[config.mk]
export PLATFORM = sky130hd
export DESIGN_NAME = axi3_rd_arbiter
export DESIGN_NICKNAME = d
export VERILOG_FILES = /design/src/rtl/axi3_rd_arbiter.sv
export SDC_FILE = /design/constraint.sdc
export NUM_CORES = 1
export LEC_CHECK = 0
export ABC_CLOCK_PERIOD_IN_PS = 1610
export BUFFER_PORTS_ARGS = -buffer_cell sky130_fd_sc_hd__buf_2
export CORE_AREA = 5 5 151 153
export CTS_CLUSTER_DIAMETER = 200
export DETAILED_ROUTE_END_ITERATION = 8
export DIE_AREA = 0 0 156 158
export PLACE_DENSITY = 0.55
export SETUP_SLACK_MARGIN = 0.5
export SYNTH_ARGS = -nofsm -noshare
export SYNTH_HDL_FRONTEND = slang
export SYNTH_SLANG_ARGS = --single-unit
[constraint.sdc]
create_clock -name m00_axi_aclk -period 1.61 [get_ports m00_axi_aclk]
set_input_delay 0.161 -clock m00_axi_aclk [delete_from_list [all_inputs] [get_ports m00_axi_aclk]]
set_output_delay 0.161 -clock m00_axi_aclk [all_outputs]
set_load 0.005 [all_outputs]
[src/rtl/axi3_rd_arbiter.sv]
// Round-robin arbiter that shares one AXI3 read channel (AR + R) between two requesters.
// One burst is in flight at a time; R beats go back to the owner, and protocol errors are flagged in sticky bits.
module axi3_rd_arbiter #(
   parameter int ADDR_WIDTH = 32,
   parameter int DATA_WIDTH = 64,
   parameter int ID_WIDTH   = 6
) (
   input  logic                  m00_axi_aclk,
   input  logic                  m00_axi_aresetn,

   input  logic [ADDR_WIDTH-1:0] s0_araddr,
   input  logic [3:0]            s0_arlen,
   input  logic [2:0]            s0_arsize,
   input  logic [1:0]            s0_arburst,
   input  logic [ID_WIDTH-1:0]   s0_arid,
   input  logic                  s0_arvalid,
   output logic                  s0_arready,
   output logic [DATA_WIDTH-1:0] s0_rdata,
   output logic [1:0]            s0_rresp,
   output logic [ID_WIDTH-1:0]   s0_rid,
   output logic                  s0_rlast,
   output logic                  s0_rvalid,
   input  logic                  s0_rready,

   input  logic [ADDR_WIDTH-1:0] s1_araddr,
   input  logic [3:0]            s1_arlen,
   input  logic [2:0]            s1_arsize,
   input  logic [1:0]            s1_arburst,
   input  logic [ID_WIDTH-1:0]   s1_arid,
   input  logic                  s1_arvalid,
   output logic                  s1_arready,
   output logic [DATA_WIDTH-1:0] s1_rdata,
   output logic [1:0]            s1_rresp,
   output logic [ID_WIDTH-1:0]   s1_rid,
   output logic                  s1_rlast,
   output logic                  s1_rvalid,
   input  logic                  s1_rready,

   output logic [ADDR_WIDTH-1:0] m00_axi_araddr,
   output logic [3:0]            m00_axi_arlen,
   output logic [2:0]            m00_axi_arsize,
   output logic [1:0]            m00_axi_arburst,
   output logic [ID_WIDTH-1:0]   m00_axi_arid,
   output logic [1:0]            m00_axi_arlock,
   output logic [3:0]            m00_axi_arcache,
   output logic [2:0]            m00_axi_arprot,
   output logic [3:0]            m00_axi_arqos,
   output logic                  m00_axi_arvalid,
   input  logic                  m00_axi_arready,
   input  logic [DATA_WIDTH-1:0] m00_axi_rdata,
   input  logic [1:0]            m00_axi_rresp,
   input  logic [ID_WIDTH-1:0]   m00_axi_rid,
   input  logic                  m00_axi_rlast,
   input  logic                  m00_axi_rvalid,
   output logic                  m00_axi_rready,

   output logic                  grant_o,
   output logic                  busy_o,
   output logic [1:0]            err_o
);

   typedef enum logic [1:0] {
      IDLE = 2'd0,
      ADDR = 2'd1,
      DATA = 2'd2
   } state_t;

   state_t                state_reg;
   logic                  grant_reg;
   logic [1:0]            arready_reg;
   logic                  m00_arvalid_reg;
   logic [ADDR_WIDTH-1:0] araddr_reg;
   logic [3:0]            arlen_reg;
   logic [2:0]            arsize_reg;
   logic [1:0]            arburst_reg;
   logic [ID_WIDTH-1:0]   arid_reg;
   logic [3:0]            beat_cnt_reg;
   logic [1:0]            err_reg;

   // Requester views as two-entry arrays so the FSM can index by the winner.
   logic [1:0]            req_valid;
   logic [1:0]            req_rready;
   logic [ADDR_WIDTH-1:0] req_addr  [2];
   logic [3:0]            req_len   [2];
   logic [2:0]            req_size  [2];
   logic [1:0]            req_burst [2];
   logic [ID_WIDTH-1:0]   req_id    [2];

   assign req_valid    = {s1_arvalid, s0_arvalid};
   assign req_rready   = {s1_rready, s0_rready};
   assign req_addr[0]  = s0_araddr;
   assign req_addr[1]  = s1_araddr;
   assign req_len[0]   = s0_arlen;
   assign req_len[1]   = s1_arlen;
   assign req_size[0]  = s0_arsize;
   assign req_size[1]  = s1_arsize;
   assign req_burst[0] = s0_arburst;
   assign req_burst[1] = s1_arburst;
   assign req_id[0]    = s0_arid;
   assign req_id[1]    = s1_arid;

   logic       winner;
   logic       in_data;
   logic       beat_hs;
   logic [1:0] s_rvalid;

   // With both requesting, the port that did not own the last burst wins.
   always_comb begin
      winner = req_valid[1];
      if (req_valid == 2'b11)
         winner = ~grant_reg;
   end

   assign in_data        = (state_reg == DATA);
   assign m00_axi_rready = in_data && req_rready[grant_reg];
   assign beat_hs        = m00_axi_rvalid && m00_axi_rready;

   generate
      for (genvar gi = 0; gi < 2; gi++) begin : g_rvalid
         assign s_rvalid[gi] = in_data && (grant_reg == 1'(gi)) && m00_axi_rvalid;
      end
   endgenerate

   always_ff @(posedge m00_axi_aclk) begin
      if (!m00_axi_aresetn) begin
         state_reg       <= IDLE;
         grant_reg       <= 1'b1;
         arready_reg     <= 2'b00;
         m00_arvalid_reg <= 1'b0;
         araddr_reg      <= '0;
         arlen_reg       <= '0;
         arsize_reg      <= '0;
         arburst_reg     <= '0;
         arid_reg        <= '0;
         beat_cnt_reg    <= '0;
         err_reg         <= 2'b00;
      end else begin
         case (state_reg)
            IDLE: begin
               if (req_valid != 2'b00) begin
                  grant_reg           <= winner;
                  arready_reg[winner] <= 1'b1;
                  araddr_reg          <= req_addr[winner];
                  arlen_reg           <= req_len[winner];
                  arsize_reg          <= req_size[winner];
                  arburst_reg         <= req_burst[winner];
                  arid_reg            <= req_id[winner];
                  state_reg           <= ADDR;
               end
            end

            ADDR: begin
               // First ADDR cycle is the requester-side arready pulse; the downstream AR follows it.
               if (arready_reg != 2'b00) begin
                  arready_reg     <= 2'b00;
                  m00_arvalid_reg <= 1'b1;
               end else if (m00_arvalid_reg && m00_axi_arready) begin
                  m00_arvalid_reg <= 1'b0;
                  beat_cnt_reg    <= arlen_reg;
                  state_reg       <= DATA;
               end
            end

            DATA: begin
               if (beat_hs) begin
                  if (m00_axi_rid != arid_reg)
                     err_reg[1] <= 1'b1;
                  if (m00_axi_rlast != (beat_cnt_reg == 4'd0))
                     err_reg[0] <= 1'b1;
                  if (beat_cnt_reg != 4'd0)
                     beat_cnt_reg <= beat_cnt_reg - 4'd1;
                  if (m00_axi_rlast)
                     state_reg <= IDLE;
               end
            end

            default: state_reg <= IDLE;
         endcase
      end
   end

   assign s0_arready      = arready_reg[0];
   assign s1_arready      = arready_reg[1];

   assign s0_rvalid       = s_rvalid[0];
   assign s1_rvalid       = s_rvalid[1];
   assign s0_rdata        = m00_axi_rdata;
   assign s1_rdata        = m00_axi_rdata;
   assign s0_rresp        = m00_axi_rresp;
   assign s1_rresp        = m00_axi_rresp;
   assign s0_rid          = m00_axi_rid;
   assign s1_rid          = m00_axi_rid;
   assign s0_rlast        = m00_axi_rlast;
   assign s1_rlast        = m00_axi_rlast;

   assign m00_axi_araddr  = araddr_reg;
   assign m00_axi_arlen   = arlen_reg;
   assign m00_axi_arsize  = arsize_reg;
   assign m00_axi_arburst = arburst_reg;
   assign m00_axi_arid    = arid_reg;
   assign m00_axi_arlock  = 2'b00;
   assign m00_axi_arcache = 4'b0011;
   assign m00_axi_arprot  = 3'b000;
   assign m00_axi_arqos   = 4'b0000;
   assign m00_axi_arvalid = m00_arvalid_reg;

   assign grant_o         = grant_reg;
   assign busy_o          = (state_reg != IDLE);
   assign err_o           = err_reg;

endmodule

==> impl_metrics.env <==
export IMPL_synth_cell_types=43
export IMPL_place_gp_congestion=0.813
export IMPL_nFillCells=2327
export IMPL_route_detailed_drc=0
export IMPL_ys_seq_elements=59
export IMPL_cts_tree="done"
export IMPL_ys_warnings_count=0
export IMPL_synthAdderAreaFrac=0.00304
export IMPL_critPathArrivalTime_ns=1.67
export IMPL_ys_top_cells_by_area="buf_4 (30%), dfxtp_1 (29%), mux2i_1 (12%)"
export IMPL_port_buffers=179
export IMPL_skew_ns=0.00780
export IMPL_p_sw_uw=1300
export IMPL_viasPerCell=3.94
export IMPL_synthArstFlopShare=0
export IMPL_layout_commonest_cell="buf_2"
export IMPL_overflow=0
export IMPL_synth_simple_area_share=0.0891
export IMPL_htree_levels=3
export IMPL_post_route_min_period_ns=1.45
export IMPL_initial_core_util=0.192
export IMPL_maxCapViolCount=0
export IMPL_syn_inst=456
export IMPL_p_int_uw=3510
export IMPL_p_clk_frac=0.409
export IMPL_pwr_share_seq=0.358
export IMPL_drive_above_1_share=0.504
export IMPL_ant_nets=0
export IMPL_synth_compound_area_frac=0.155
export IMPL_status="completed"
export IMPL_powerDensity_nw_per_um2=968
export IMPL_cts_inserted_buffers=9
export IMPL_antenna_found_initial=2
export IMPL_grt_usage=0.106
export IMPL_cts_clk_slew_worst_paths_ns=0.05
export IMPL_die_area_sq_um=24600
export IMPL_p_leak_uw=0.00274
export IMPL_die_w_microns=156
export IMPL_hp_class="in2reg"
export IMPL_grt_pass1_vias=3173
export IMPL_drt_iter0_markers=60
export IMPL_num_rows=54
export IMPL_rsz0062_at_grt="yes"
export IMPL_utilization=0.232
export IMPL_synth_seq_area_share=0.287
export IMPL_crit_type="reg2reg"
export IMPL_die_height_microns=158
export IMPL_drtPass1Iterations=4
export IMPL_synthMuxAreaShare=0.119
export IMPL_p_sw_frac=0.271
export IMPL_antennaDiodeCount=0
export IMPL_finalCritPeriodShare=0.903
export IMPL_maxSlewViolCount=0
export IMPL_ios=391
export IMPL_placeableCoreArea_sq_um=21400
export IMPL_ctsLongestPathBuffers=2
export IMPL_hold_violations=0
export IMPL_grt_first_pass_wirelength_microns=19500
export IMPL_synthXorXnorAreaFrac=0.0149
export IMPL_dp_hpwl_microns=11000
export IMPL_clock_root_buffer="clkbuf_16"
export IMPL_fmax_mhz=688
export IMPL_final_nets=691
export IMPL_avgRoutedWirePerCell_microns=18.1
export IMPL_synth_edf_count=0
export IMPL_vias=3150
export IMPL_required_ns=1.83
export IMPL_multi_input_area_sq_um=1740
export IMPL_setup_tns_ns=0
export IMPL_clock_latency_ns=0.33
export IMPL_regArea_sq_um=1200
export IMPL_cts_sinks=59
export IMPL_pwr_share_comb=0.233
export IMPL_end_kind="flop"
export IMPL_vdd_drop_max_uv=414
export IMPL_synthToLayoutAreaGrowth_pct=20.9
export IMPL_crit_path_start_kind="flop"
export IMPL_synth_flop_cell="dfxtp_1"
export IMPL_syn_cell_area_sq_um=4110
export IMPL_final_cell_mix="buf_2 (177), nand2_1 (54), dfxtp_1 (53)"
export IMPL_grt_max_degree=29
export IMPL_synth_top_family_by_area="buffers and inverters"
export IMPL_setup_viol=0
export IMPL_largest_reg_flops=32
export IMPL_synth_avg_cell_area_sq_um=9.02
export IMPL_wl_microns=14500
export IMPL_cp_max_fo=10
export IMPL_netlist_area_leader_share=0.297
export IMPL_synth_largest_area_cell="buf_4"
==> final timing paths <==
path / startpoint / end / slack, ns / cells after the start
worst min register to register: arready_reg[1]$_SDFFE_PN0P_ / arready_reg[1]$_SDFFE_PN0P_ / 0.48 / 2
worst max register to register: grant_o$_SDFFE_PN1P_ / m00_axi_arid[2]$_SDFFE_PN0P_ / 0.16 / 6
worst max-delay path: grant_o$_SDFFE_PN1P_ / m00_axi_arid[2]$_SDFFE_PN0P_ / 0.16 / 6
worst min-delay path: m00_axi_arready / m00_axi_arvalid$_SDFFE_PN0P_ / 0.17 / 4
==> cell families (layout without fill, tap and decap cells) <==
logic type,Yosys count,after routing
buffers and inverters,186,239
and+or+nand+nor,81,81
DFF,59,59
xor gates and xnor gates,7,7
muxes,49,49
AOI/OAI and AO/OA,71,71
adders and majority gates,1,1
other,2,13
==> final cells by class <==
type                            instances  area share
Multi-Input combinational cell        222       0.349
Sequential cell                        59       0.241
Tap cell                              280      0.0704
Clock buffer                           12      0.0516
Inverter                                5     0.00377
Timing Repair Buffer                  218       0.274
Clock inverter                          4     0.00981
==> power groups by stage <==
stage / clock (uW) / combinational, uW / sequential (uW)
floorplan: 0 / 842 / 1750
detailed placement: 0 / 959 / 1750
CTS: 2050 / 1070 / 1730
global placement: 0 / 953 / 1750
finish: 1970 / 1120 / 1730
global route: 2110 / 1230 / 1750
==> routing by layer <==
| metal | vias to the layer above | routed length [microns] | global-route usage |
|---|---|---|---|
| li1 | 1498 | - | - |
| met1 | 1364 | 4770 | 0.0994 |
| met2 | 226 | 7120 | 0.182 |
| met3 | 56 | 1920 | 0.0618 |
| met4 | 6 | 634 | 0.0592 |
| met5 | - | 66 | 0.00992 |
==> cell usage after synthesis (all sizes together), types with 2 or more instances <==
library cell,n
clkbuf,6
xor2,7
nor2b,4
mux2i,49
inv,5
o211a,47
a21oi,5
a21boi,3
nor2,8
nor3,2
and3,2
o21ai,5
dfxtp,59
o22ai,2
buf,175
nand2,54
o21a,2
nor4,2
conb,2
==> repair_timing <==
item,CTS,global route
pin swaps,6,11
cloned,2,3
resized for setup,18,15
setup buffers,12,8
hold buffers,0,0
endpoints found under the setup margin,63,63
==> metrics by stage <==
stage / setup slack [ns] / cell area, sq um / power, uW / cells / hold slack, ns
finish: 0.156 / 4970 / 4820 / 800 / 0.171
global route: 0.104 / 4970 / 5090 / 800 / 0.185
CTS: 0.174 / 4790 / 4840 / 789 / 0.153
detailed placement: 0.137 / 4250 / 2710 / 759 / 0.322
global placement: 0.130 / 4250 / 2710 / 759 / 0.322
floorplan: 0.305 / 4230 / 2590 / 467 / 0.353
==> worst max-delay path: stages, from the launching register on <==
cell and delay [ns]:
dfxtp_4 0.37, a21boi_4 0.22, buf_4 0.17, clkbuf_16 0.18, mux2i_1 0.21, nand2_1 0.07, o211a_1 0.12
(Power assumes the default switching activity.)
